File: src/rtl/rtc_calendar_if.sv
// rtl/rtc_calendar_if.sv - date update, day tick, alarm and status signals of the calendar stage
interface rtc_calendar_if;
  logic        day_tick_i;
  logic        date_update_i;
  logic [31:0] date_i;
  logic        alarm_en_i;
  logic [2:0]  alarm_mask_i;
  logic [31:0] alarm_date_i;
  logic [31:0] date_o;
  logic        leap_o;
  logic        update_err_o;
  logic        date_match_o;

  modport master (
    output day_tick_i, date_update_i, date_i, alarm_en_i, alarm_mask_i, alarm_date_i,
    input  date_o, leap_o, update_err_o, date_match_o
  );

  modport slave (
    input  day_tick_i, date_update_i, date_i, alarm_en_i, alarm_mask_i, alarm_date_i,
    output date_o, leap_o, update_err_o, date_match_o
  );
endinterface

File: src/rtl/rtc_calendar.sv
// rtl/rtc_calendar.sv - Gregorian year/month/day register with day advance, validated writes and date alarm
module rtc_calendar #(
  parameter logic [31:0] RESET_DATE = 32'h07D0_0101,
  parameter int unsigned MAX_YEAR   = 9999
) (
  input logic          clk_i,
  input logic          rst_i,
  rtc_calendar_if.slave bus
);

  localparam logic [13:0] MAX_Y       = 14'(MAX_YEAR);
  localparam logic [13:0] RESET_YEAR  = RESET_DATE[29:16];
  localparam logic [4:0]  RESET_MONTH = RESET_DATE[12:8];
  localparam logic [5:0]  RESET_DAY   = RESET_DATE[5:0];

  function automatic logic is_leap(input logic [13:0] y);
    return (y[1:0] == 2'b00) &&
           (((y % 14'd100) != 14'd0) || ((y % 14'd400) == 14'd0));
  endfunction

  function automatic logic [5:0] days_in_month(input logic [4:0] m, input logic leap);
    case (m)
      5'd2:                     return leap ? 6'd29 : 6'd28;
      5'd4, 5'd6, 5'd9, 5'd11:  return 6'd30;
      default:                  return 6'd31;
    endcase
  endfunction

  logic [13:0] year_q;
  logic [4:0]  month_q;
  logic [5:0]  day_q;
  logic        err_q;
  logic        match_q;

  logic [13:0] wr_year;
  logic [4:0]  wr_month;
  logic [5:0]  wr_day;
  logic        wr_valid;
  logic        cur_leap;

  logic [13:0] nxt_year;
  logic [4:0]  nxt_month;
  logic [5:0]  nxt_day;
  logic        changed;
  logic        fields_match;

  logic        unused_ok;
  assign unused_ok = ^{bus.date_i[31:30], bus.date_i[15:13], bus.date_i[7:6],
                       bus.alarm_date_i[31:30], bus.alarm_date_i[15:13], bus.alarm_date_i[7:6]};

  assign cur_leap = is_leap(year_q);

  always_comb begin
    wr_year   = bus.date_i[29:16];
    wr_month  = bus.date_i[12:8];
    wr_day    = bus.date_i[5:0];
    // Month length of a write depends on the written year's leap status.
    wr_valid  = (wr_month >= 5'd1) && (wr_month <= 5'd12) &&
                (wr_day >= 6'd1) &&
                (wr_day <= days_in_month(wr_month, is_leap(wr_year))) &&
                (wr_year <= MAX_Y);

    nxt_year  = year_q;
    nxt_month = month_q;
    nxt_day   = day_q;

    if (bus.date_update_i && wr_valid) begin
      nxt_year  = wr_year;
      nxt_month = wr_month;
      nxt_day   = wr_day;
    end else if (bus.day_tick_i) begin
      if (day_q < days_in_month(month_q, cur_leap)) begin
        nxt_day = day_q + 6'd1;
      end else if (month_q < 5'd12) begin
        nxt_day   = 6'd1;
        nxt_month = month_q + 5'd1;
      end else begin
        nxt_day   = 6'd1;
        nxt_month = 5'd1;
        nxt_year  = (year_q == MAX_Y) ? 14'd0 : year_q + 14'd1;
      end
    end

    changed      = {nxt_year, nxt_month, nxt_day} != {year_q, month_q, day_q};
    fields_match = (bus.alarm_mask_i[0] || (nxt_day   == bus.alarm_date_i[5:0]))  &&
                   (bus.alarm_mask_i[1] || (nxt_month == bus.alarm_date_i[12:8])) &&
                   (bus.alarm_mask_i[2] || (nxt_year  == bus.alarm_date_i[29:16]));
  end

  always_ff @(posedge clk_i) begin
    if (rst_i) begin
      year_q  <= RESET_YEAR;
      month_q <= RESET_MONTH;
      day_q   <= RESET_DAY;
      err_q   <= 1'b0;
      match_q <= 1'b0;
    end else begin
      year_q  <= nxt_year;
      month_q <= nxt_month;
      day_q   <= nxt_day;
      err_q   <= bus.date_update_i && !wr_valid;
      // Alarm is evaluated against the value being loaded so the pulse lines up with it.
      match_q <= changed && fields_match && bus.alarm_en_i;
    end
  end

  assign bus.date_o       = {2'b00, year_q, 3'b000, month_q, 2'b00, day_q};
  assign bus.leap_o       = cur_leap;
  assign bus.update_err_o = err_q;
  assign bus.date_match_o = match_q;

endmodule
File: src/flat_wrapper.sv
// flat-port wrapper written by rule: the top's interface ports become plain ports
module rtc_calendar_flat 
#(
  parameter logic [31:0] RESET_DATE = 32'h07D0_0101,
  parameter int unsigned MAX_YEAR   = 9999
)
  (clk_i, rst_i, bus_day_tick_i, bus_date_update_i, bus_date_i, bus_alarm_en_i, bus_alarm_mask_i, bus_alarm_date_i, bus_date_o, bus_leap_o, bus_update_err_o, bus_date_match_o);
  rtc_calendar_if bus_i ();
  input logic clk_i;
  input logic rst_i;
  input wire logic [$bits(bus_i.day_tick_i)-1:0] bus_day_tick_i;
  input wire logic [$bits(bus_i.date_update_i)-1:0] bus_date_update_i;
  input wire logic [$bits(bus_i.date_i)-1:0] bus_date_i;
  input wire logic [$bits(bus_i.alarm_en_i)-1:0] bus_alarm_en_i;
  input wire logic [$bits(bus_i.alarm_mask_i)-1:0] bus_alarm_mask_i;
  input wire logic [$bits(bus_i.alarm_date_i)-1:0] bus_alarm_date_i;
  output wire logic [$bits(bus_i.date_o)-1:0] bus_date_o;
  output wire logic [$bits(bus_i.leap_o)-1:0] bus_leap_o;
  output wire logic [$bits(bus_i.update_err_o)-1:0] bus_update_err_o;
  output wire logic [$bits(bus_i.date_match_o)-1:0] bus_date_match_o;
  assign bus_i.day_tick_i = bus_day_tick_i;
  assign bus_i.date_update_i = bus_date_update_i;
  assign bus_i.date_i = bus_date_i;
  assign bus_i.alarm_en_i = bus_alarm_en_i;
  assign bus_i.alarm_mask_i = bus_alarm_mask_i;
  assign bus_i.alarm_date_i = bus_alarm_date_i;
  assign bus_date_o = bus_i.date_o;
  assign bus_leap_o = bus_i.leap_o;
  assign bus_update_err_o = bus_i.update_err_o;
  assign bus_date_match_o = bus_i.date_match_o;
  rtc_calendar #(.RESET_DATE(RESET_DATE), .MAX_YEAR(MAX_YEAR)) u_core (.clk_i(clk_i), .rst_i(rst_i), .bus(bus_i));
endmodule
File: config.mk
export PLATFORM = sky130hd
export DESIGN_NAME = rtc_calendar_flat
export DESIGN_NICKNAME = d
export VERILOG_FILES = /design/src/rtl/rtc_calendar_if.sv /design/src/rtl/rtc_calendar.sv /design/src/flat_wrapper.sv
export SDC_FILE = /design/constraint.sdc
export NUM_CORES = 1
export LEC_CHECK = 0
export ABC_AREA = 1
export CORE_UTILIZATION = 54
export DETAILED_ROUTE_END_ITERATION = 16
export GPL_ROUTABILITY_DRIVEN = 1
export PLACE_DENSITY = 0.91
export SYNTH_ARGS = -nofsm -noshare
export SYNTH_HDL_FRONTEND = slang
export SYNTH_SLANG_ARGS = --single-unit
File: constraint.sdc
create_clock -name clk_i -period 10.73 [get_ports clk_i]
set_input_delay 2.146 -clock clk_i [delete_from_list [all_inputs] [get_ports clk_i]]
set_output_delay 2.146 -clock clk_i [all_outputs]
set_load 0.05 [all_outputs]
Yosys cells after proc, flatten, opt, wreduce, memory -nomap -nowiden
Cells that the tools add are included.
{"block": "word_totals", "reg_bits": 27, "latchBits": 0, "mem_bits_rw": 0, "romBits": 0, "word_cells": 78, "n_memories": 0}
{"block": "classes", "addsub": 3, "n_mul": 0, "div_mod_pow": 4, "magnitude_cmp": 7, "eq_ne": 15, "shifts": 0, "muxes": 18, "n_bitwise": 0, "n_reduce_logical": 26}
{"op": "14-bit 2-to-1 mux", "n": 5}
{"op": "6-bit 2-to-1 mux", "n": 5}
{"op": "14-bit zero test", "n": 2}
{"op": "14-bit by 7-bit remainder unit with 14-bit output, second input constant", "n": 2}
{"op": "14-bit by 9-bit remainder unit with 14-bit output, second input constant", "n": 2}
{"op": "14-bit nonzero test", "n": 2}
{"op": "25-bit inequality test", "n": 1}
{"op": "6-bit one-hot mux with 2 select lines", "n": 2}
{"op": "5-bit by 3-bit equality test with 1-bit output, second input constant", "n": 4}
{"op": "5-bit by 4-bit equality test with 1-bit output, second input constant", "n": 4}
{"op": "5-bit 2-to-1 mux", "n": 4}
{"op": "14-bit by 1-bit adder with 14-bit output, second input constant", "n": 1}
{"op": "14-bit equality test", "n": 1}
{"op": "14-bit equality test, second input constant", "n": 1}
{"op": "14-bit <= comparator, second input constant", "n": 1}
{"op": "1-bit logical AND", "n": 12}
{"op": "5-bit by 2-bit equality test with 1-bit output, second input constant", "n": 2}
{"op": "4-bit OR reduction", "n": 2}
{"op": "6-bit by 1-bit adder with 6-bit output, second input constant", "n": 1}
{"op": "6-bit equality test", "n": 1}
{"op": "6-bit by 1-bit >= comparator with 1-bit output, second input constant", "n": 1}
{"op": "6-bit <= comparator", "n": 1}
{"op": "6-bit < comparator", "n": 1}
{"op": "5-bit by 1-bit adder with 5-bit output, second input constant", "n": 1}
{"op": "other kinds (8)", "n": 14}

Logic depth before layout (Yosys ltp)
Gate-level depths: netlist of the first run.
{"block": "logic_depth", "ltp_word": 21, "ltp_mapped": 69, "mapped_depth_nobuf": 69}

Worst setup path after synthesis of the first run
No wires, ideal clock.
{"block": "synth_timing", "path_type": "input port to flip-flop", "from": "input port bus_date_i[27]", "to": "register u_core.match_q, in the netlist u_core.bus.date_match_o", "setup_time_ns": 0.113, "arrival_ns": 8.315, "path_slack_ns": 2.303, "stages": 59, "n_path_buf": 1, "path_cell_list": "nor2_1 > a21oi_1 > nor2_1 > nor2_1 > nand2_1 > nor2_2 > nor2_1 > nand2_1 > nand2_1 > nand2_1 > nor2_2 > xor2_1 > nor2_1 > nand2_1 > nand2_1 > nand2_1 > nand2_1 > nor2_1 > [23 not listed] > nand2_1 > ha_1 > a211oi_1 > a211oi_1 > nand3_1 > inv_2 > clkbuf_1 > nand2_1 > nand3_1 > nand3_1 > nor2_1 > nand2_1 > nor2_1 > nand2_1 > nor2_1 > nand2_1 > nand2_1 > nor2_1"}
{"block": "synth_between", "elab_chain_len": 17, "elab_cells_between_ends": 27}
{"item": "start, declared", "line_no": "flat_wrapper.sv:13", "source": "input wire logic [$bits(bus_i.date_i)-1:0] bus_date_i;"}
{"item": "14-bit by 7-bit remainder unit with 14-bit output / 14-bit by 9-bit remainder unit with 14-bit output (equally long branches)", "line_no": "rtc_calendar.sv:18", "source": "(((y % 14'd100) != 14'd0) || ((y % 14'd400) == 14'd0));"}
{"item": "14-bit nonzero test / 14-bit zero test (equally long branches)", "line_no": "rtc_calendar.sv:18"}
{"item": "1-bit logical OR", "line_no": "rtc_calendar.sv:18"}
{"item": "1-bit logical AND", "line_no": "rtc_calendar.sv:17", "source": "return (y[1:0] == 2'b00) &&"}
{"item": "1-bit 2-to-1 mux", "line_no": "rtc_calendar.sv:23", "source": "5'd2: return leap ? 6'd29 : 6'd28;"}
{"item": "6-bit one-hot mux with 2 select lines", "line_no": "rtc_calendar.sv:22", "source": "case (m)"}
{"item": "6-bit <= comparator", "line_no": "rtc_calendar.sv:60", "source": "(wr_day <= days_in_month(wr_month, is_leap(wr_year))) &&"}
{"item": "1-bit logical AND", "line_no": "rtc_calendar.sv:59", "source": "(wr_day >= 6'd1) &&"}
{"item": "1-bit logical AND", "line_no": "rtc_calendar.sv:60"}
{"item": "1-bit logical AND", "line_no": "rtc_calendar.sv:67", "source": "if (bus.date_update_i && wr_valid) begin"}
{"item": "6-bit 2-to-1 mux / 5-bit 2-to-1 mux (equally long branches)", "line_no": "rtc_calendar.sv:67"}
{"item": "6-bit equality test / 5-bit equality test (equally long branches)", "line_no": "rtc_calendar.sv:85, rtc_calendar.sv:86"}
{"item": "1-bit logical OR, on equally long branches", "line_no": "rtc_calendar.sv:85, rtc_calendar.sv:86"}
{"item": "1-bit logical AND", "line_no": "rtc_calendar.sv:85", "source": "fields_match = (bus.alarm_mask_i[0] || (nxt_day == bus.alarm_date_i[5:0])) &&"}
{"item": "1-bit logical AND", "line_no": "rtc_calendar.sv:86", "source": "(bus.alarm_mask_i[1] || (nxt_month == bus.alarm_date_i[12:8])) &&"}
{"item": "1-bit logical AND * (2 in a row)", "line_no": "rtc_calendar.sv:103", "source": "match_q <= changed && fields_match && bus.alarm_en_i;"}
{"item": "end signal, assigned", "line_no": "rtc_calendar.sv:103"}
{"item": "end, declared", "line_no": "rtc_calendar.sv:33", "source": "logic match_q;"}
Mark *: on every way between the ends. The rest lies on a longest branch, timed or not.
A chain may end at the register's enable or synchronous reset.

Worst setup path in the final report of the first run
Ends and elaborated chain as after synthesis.

==> results of run 1 <==
-- synth_stat cells, drive strengths merged --
master and count:
nand2 367, clkbuf 6, nor3 18, xor2 16
buf 22, a211oi 3, clkinv 5, inv 116
xnor2 8, dfxtp 27, and2 1, ha 10
a21oi 27, o211ai 2, o31ai 5, nand4 22
conb 1, nand3b 8, o22ai 1, nor2 101
or2 7, o21ai 29, nor4 7, nand3 140
a22oi 1, o21bai 1
-- per-stage QoR --
| stage | setup WS [ns] | power, mW | util | cell area (um^2) | cells |
|---|---|---|---|---|---|
| global route | 0.0383 | 0.706 | 0.654 | 6010 | 1130 |
| global placement | 0.951 | 0.557 | 0.648 | 5960 | 1126 |
| floorplan | 2.30 | 0.475 | - | 5130 | 957 |
| CTS | 1.06 | 0.635 | 0.653 | 6010 | 1130 |
| detailed placement | 0.778 | 0.569 | 0.648 | 5960 | 1126 |
| finish | 1.05 | 0.641 | 0.654 | 6010 | 1130 |
-- report_power, final --
part	switching (mW)	internal [mW]
combinational	0.296	0.165
sequential	0.00842	0.104
clock	0.0397	0.0274
total	0.344	0.297
-- logic make-up (layout without fill, tap and decap cells) --
family          count (synthesis)  in the layout  synth area share
fa+ha+maj                      10             10            0.0245
compound gates                 69             69            0.0788
simple gates                  671            671             0.627
xor+xnor                       24             24            0.0411
flops                          27             27             0.106
other cells                     1              7          0.000734
buf+inv                       149            211             0.122
-- layout make-up --
type                            count  area [um^2]
Multi-Input combinational cell    781         3970
Timing Repair Buffer               86          858
Tap cell                          111          139
Sequential cell                    27          541
Clock buffer                        3         41.3
Fill cell                         883         3180
Inverter                          121          458
Clock inverter                      1         8.76
-- path summary, 6_finish.rpt --
check / startpoint / to / slack [ns] / cells after the start
worst min-delay path: u_core.month_q[4]$_SDFF_PP0_ / u_core.month_q[4]$_SDFF_PP0_ / 0.57 / 2
worst max register to register: u_core.year_q[13]$_SDFF_PP0_ / u_core.bus.date_match_o$_SDFF_PP0_ / 4.80 / 49
worst min register to register: u_core.month_q[4]$_SDFF_PP0_ / u_core.month_q[4]$_SDFF_PP0_ / 0.57 / 2
worst max-delay path: bus_date_i[27] / u_core.bus.date_match_o$_SDFF_PP0_ / 1.05 / 59
-- flip-flops by register name (all words and copies together), names as in the netlist --
signal	cells
u_core.day_q	6
u_core.month_q	5
u_core.bus.update_err_o	1
u_core.bus.date_match_o	1
u_core.year_q	14
-- worst max-delay path: cells and delay by family --
kind                     cells  cell delay (ns)
AND/OR/NAND/NOR             46             4.83
AO/OA/AOI/OAI                8             1.64
buffers and inverters        4             0.97
adder cells (fa/ha/maj)      1             0.28
-- routing by layer --
| layer | vias up | track usage | share of wire |
|---|---|---|---|
| li1 | 3174 | - | - |
| met2 | 287 | 0.524 | 0.46 |
| met1 | 2723 | 0.397 | 0.44 |
| met4 | 0 | 0.0984 | 0.021 |
| met3 | 29 | 0.0281 | 0.076 |
| met5 | - | 0 | 0 |
==> metrics list, run 1 <==
* Number of storage elements in the synthesis netlist: 27
- Dividing the detail-routed wire length by the instance count gives 12.9 um.
* Result of the run: finished, final reports clean
* Worst Skew: 0.00445 ns
- Number of buffers between clock root and the deepest sink: 2
- The initial utilization of the core area, before any placement, comes to 0.556.
- The largest total area in the synthesized netlist belongs to nand2_1.
- Final Cycle Share: 0.902
- The worst setup path is captured at a register.
* Number of max-capacitance violations reported: 0
- In this run the horizontal extent of the chip is 99.3 um.
* Proportion of layout cells with a drive suffix above 1: 0.102
* Final WL: 14.6 mm
* Total inserted antenna cells: 0
- The count of final max-slew check failures is 0.
- Summed instance area of the synthesized netlist: 0.00511 mm^2
- For the worst-skew pair, the clock arrives at the later sink with an insertion delay of 0.29 ns.
- Most common cell after layout, fill and taps aside: nand2_1
* Post-Synthesis Mean Instance Area: 5.37 um^2
- Largest cells by area after synthesis: nand2_1 (24%), nand3_1 (13%), dfxtp_1 (11%)
- Final-report hold violation count: 0
- At the pin with the least slew margin, the transition time is 1.12 ns.
- TritonCTS built the clock tree.
* First-pass GRT wire length: 24.9 mm
- IO Port Bufs: 85
- Detail Route Antenna Nets: 0
* Via count: 6213
- The tightest hold path in the finished design has a slack of 0.572 ns.
* Total number of yosys warnings: 0
* Worst path arrival time: 9.92 ns
* TritonCTS Sinks: 27
- Total global routing track utilization: 0.303
- In this design, the critical path's most frequently occurring cell is nand2_1.
* First-pass DRT Iterations: 6
- The floorplan has 35 rows.
- Counting every instance in the synthesized netlist gives 951.
* Clock-pin slew reported for the worst setup and hold paths after clock tree synthesis: 0.11 ns
- Critical path launch point type: primary input
- The share of synthesized area in the top cell type comes to 0.238.
- Normalized max-slew margin: 0.253
- For the worst setup path, the data required time is 10.97 ns.
- Core ar.: 0.00920 mm^2
- Cell leakage power: 3.08 nW
* Number of hold buffers added after cts: 0
- After detailed routing, the number of vias per cell comes to 5.50.
- Placer Congestion: 0.915
* DRC errors left: 0
- At the end of the flow, the number of nets in the layout was 1102.
- In this run, the number of DRC markers left after iteration 0 of detailed routing was 513.
- The die is 99.3 um tall.
* Slowest cell delay on critical path: 0.55 ns
- Hold Path Class: register to register
- Derived from the worst setup path, the maximum achievable clock frequency is 103 MHz.
* Post-CTS Setup Bufs: 0
* Number of antenna violations at the first check in global routing: 0
* Most frequent cells in the layout: nand2_1 (324), nand3_1 (130), inv_1 (96), nor2_1 (93), clkdlybuf4s50_1 (85)
- Summed over all failing endpoints, the final setup total negative slack is 0 ns.
- Post-cts sizing count: 0
* Half-perimeter wire length of the detailed placement result: 11.7 mm
- Entering global routing, the biggest net connects 29 pins.
* Sequential fraction of the synthesis area: 0.106
- VDD sags by at most 0.0000906 V.
- Slowest-stage cell, CP: clkdlybuf4s50_1
- The floorplan step defined a die boundary enclosing 0.00986 mm^2.
- Grt total ovfl: 0
* I/O pin count: 107
* Layout Area Growth over Synthesis: 17.7%
- H-tree depth: 1
- Unrepaired setup endpoints after global routing: false
- Clock tree synthesis inserted a total of 3 buffers.
- Critical path class: primary input to register
- Number of global-route vias before repair: 5591
- Setup violations remaining at the end of the flow were counted as 0.
- Yosys mapped the design onto 43 distinct sky130hd cell types.
- In this run the worst path has a maximum fanout of 27.
- For this design the ratio of total power to cell area is 107 mW/mm^2.
- The cell sitting at the root of the clock tree is a clkbuf_8.
* Final period demand of the worst path: 9.68 ns
Power figures use the tool's default switching activity.
==> inputs of run 2 (changes only) <==
- SLEW_MARGIN: not set -> 20
- clock period: 10.73 -> 9.1 ns (I/O delays scaled with it)
==> run 2 against run 1 <==
  * Combinational power increased by 27%
  * Critical path depth rose by 7
  * Routed wire length grew 2.1%
  * Power increased by 24%
  * Sequential share of layout area is 0.42 points lower
  * Via count increased by 2.4%
  * Non-clock buffer count rose by 23
  * Global-route usage is 0.77 points lower
  * Critical path type unchanged
  * Critical endpoint unchanged
  * Largest cell class unchanged
==> metrics list, run 2 (synthesized netlist as in run 1, its figures left out) <==
- The flow ran to the end, and the final reports show no timing, DRC or antenna violations.
* Slew at the pin closest to its max-slew limit: 0.870 ns
* Worst setup slack before clock tree synthesis: -0.175 ns
* Total global routing track utilization: 0.296
* Final #Nets: 1125
- Worst path arrival time: 8.69 ns
- The first routing iteration left 499 violations.
* Minimum setup slack in the final design: 0.602 ns
- First-pass DRT Iterations: 5
* Via count: 6361
* Pins Over Slew Limit: 0
* Clock root buffer master: clkbuf_8
* Placer Congestion: 0.922
- Register-to-Register Path Depth: 48
* Number of hold buffers added after cts: 0
- Critical path launch point type: primary input
- Along the worst hold path, the cell count comes to 2.
* Maximum fanout count along the critical path: 12
* Critical path class: primary input to register
- Number of global-route vias before repair: 5451
* Final setup viols: 0
- Required time of the worst setup path: 9.29 ns
- The library cell used most frequently in the layout, excluding fill and tap cells, is nand2_1.
- Internal power: 0.376 mW
* Number of flip-flops in the largest register: 14
- The number of antenna violations at the first check in global routing was 0.
- Power density over cell area: 126 mW/mm^2
- Normalized max-slew margin: 0.418
- Largest net degree at the start of global routing: 28
- The register with the most flip-flops in the final layout is u_core.year_q.
* Final WL: 14.9 mm
- Largest vdd supply drop: 0.0000870 V
* Layout Area Growth over Synthesis: 23.4%
* Cell leakage power: 3.25 nW
- The die covers 0.00986 mm^2.
* Final period demand of the worst path: 8.50 ns
* First-pass GRT wire length: 24.1 mm
- The most numerous cell type found on the critical path is nand2_1.
- Of the total power, the share spent switching nets is 0.526.
* Worst-skew pair later-pin latency: 0.28 ns
- TritonCTS Sinks: 27
- After detailed routing, the number of remaining DRC violations is 0.
- Clock power frac: 0.095
- Half-perimeter wire length of the detailed placement result: 11.7 mm
* Registers with the most flip-flops: u_core.year_q (14), u_core.day_q (6), u_core.month_q (5)
- The initialized floorplan defines 35 standard-cell rows.
- STA classifies the critical path endpoint as a register.
* Height of the die: 99.3 um
* CTS Buf Count: 3
* Clock tree from TritonCTS: done
- I/O pin count: 107
- Detail Route Antenna Nets: 0
* Final Power: 0.792 mW
- IO Port Bufs: 85
* Grt total ovfl: 0
- For this design, the slowest cell found on the critical path is ha_1.
- Worst Skew: 0.00212 ns
* Hold Path Class: register to register
* Sequential fraction of design power: 0.167
- The largest single stage delay on the critical path is 0.28 ns.
* Starting Density: 0.556
- For the final routed database, the setup TNS stands at 0 ns.
- The share of total power dissipated in combinational logic is 0.738.
* WL/cell: 12.9 um
- In the layout the commonest cells are nand2_1 (310), nand3_1 (130), inv_1 (96), nor2_1 (87), clkdlybuf4s50_1 (80).
* Total inserted antenna cells: 0
- Final-report hold violation count: 0
- Peak Freq: 118 MHz
- H-tree depth: 1
- Switching power: 0.417 mW
- The die is 99.3 um wide.
* Via-to-Cell Ratio: 5.52
- Number of max-capacitance violations reported: 0
- Clock-pin slew reported for the worst setup and hold paths after clock tree synthesis: 0.10 ns
* Proportion of layout cells with a drive suffix above 1: 0.147
* Core ar.: 0.00920 mm^2
- Final Cycle Share: 0.934
- Number of buffers between clock root and the deepest sink: 2
## run 2: cell count changes in the layout (fill, tap and decap cells not counted), sizes merged
cell and change:
dlymetal6s2s +5, inv -1, buf +23, clkdlybuf4s50 -5
clkbuf +1
## run 2: final cells by class
type | instances | area (um^2)
multi-input combinational | 781 | 4050
fill | 850 | 2890
timing repair buffer | 109 | 1080
sequential | 27 | 541
inverter | 121 | 455
tap | 111 | 139
clock buffer | 4 | 45.0
## run 2: layer usage
layer | share of wire | up-vias | GRT usage
met5 | 0 | - | 0
met4 | 0.025 | 0 | 0.0814
met3 | 0.080 | 36 | 0.0288
met2 | 0.47 | 295 | 0.519
met1 | 0.43 | 2803 | 0.385
li1 | - | 3227 | -
## run 2: worst paths after layout
check                                       end  slack (ns)                         start
max          u_core.bus.date_match_o$_SDFF_PP0_        0.60                bus_date_i[27]
min                u_core.month_q[4]$_SDFF_PP0_        0.56  u_core.month_q[4]$_SDFF_PP0_
max reg2reg  u_core.bus.date_match_o$_SDFF_PP0_        3.25  u_core.year_q[13]$_SDFF_PP0_
min reg2reg        u_core.month_q[4]$_SDFF_PP0_        0.56  u_core.month_q[4]$_SDFF_PP0_
## run 2: worst max-delay path: cells and delay by family
| family | cells | cell delay [ns] |
|---|---|---|
| adders and majority gates | 1 | 0.28 |
| and+or+nand+nor | 51 | 4.88 |
| buffers and inverters | 5 | 0.55 |
| xor gates and xnor gates | 2 | 0.31 |
| AOI/OAI and AO/OA | 7 | 0.82 |
## run 2: stage by stage
step | hold WS, ns | utilization | instance area, um^2 | instances
after detailed placement | 0.550 | 0.665 | 6120 | 1144
after global placement | 0.544 | 0.665 | 6120 | 1144
after CTS | 0.565 | 0.670 | 6160 | 1148
final | 0.563 | 0.686 | 6300 | 1153
after global routing | 0.597 | 0.686 | 6300 | 1153
after floorplan | 0.752 | - | 5130 | 957
## run 2: what timing repair did
item                       4_1_cts  5_1_grt
buffers inserted                 0        5
gates resized for setup          0       36
setup endpoints to repair        0       23
## run 2: power by group through the flow
stage | Clock (mW) | Combinational (mW) | Sequential [mW]
final | 0.0751 | 0.585 | 0.133
after global routing | 0.0798 | 0.656 | 0.133
after CTS | 0.0749 | 0.551 | 0.132
after detailed placement | 0 | 0.549 | 0.135
after global placement | 0 | 0.538 | 0.135
after floorplan | 0 | 0.412 | 0.147
==> inputs of run 3 (changes only) <==
- CTS_CLUSTER_DIAMETER: not set -> 80
==> results of run 3 <==
Final layout, timing and power as in run 2 (identical DEF).
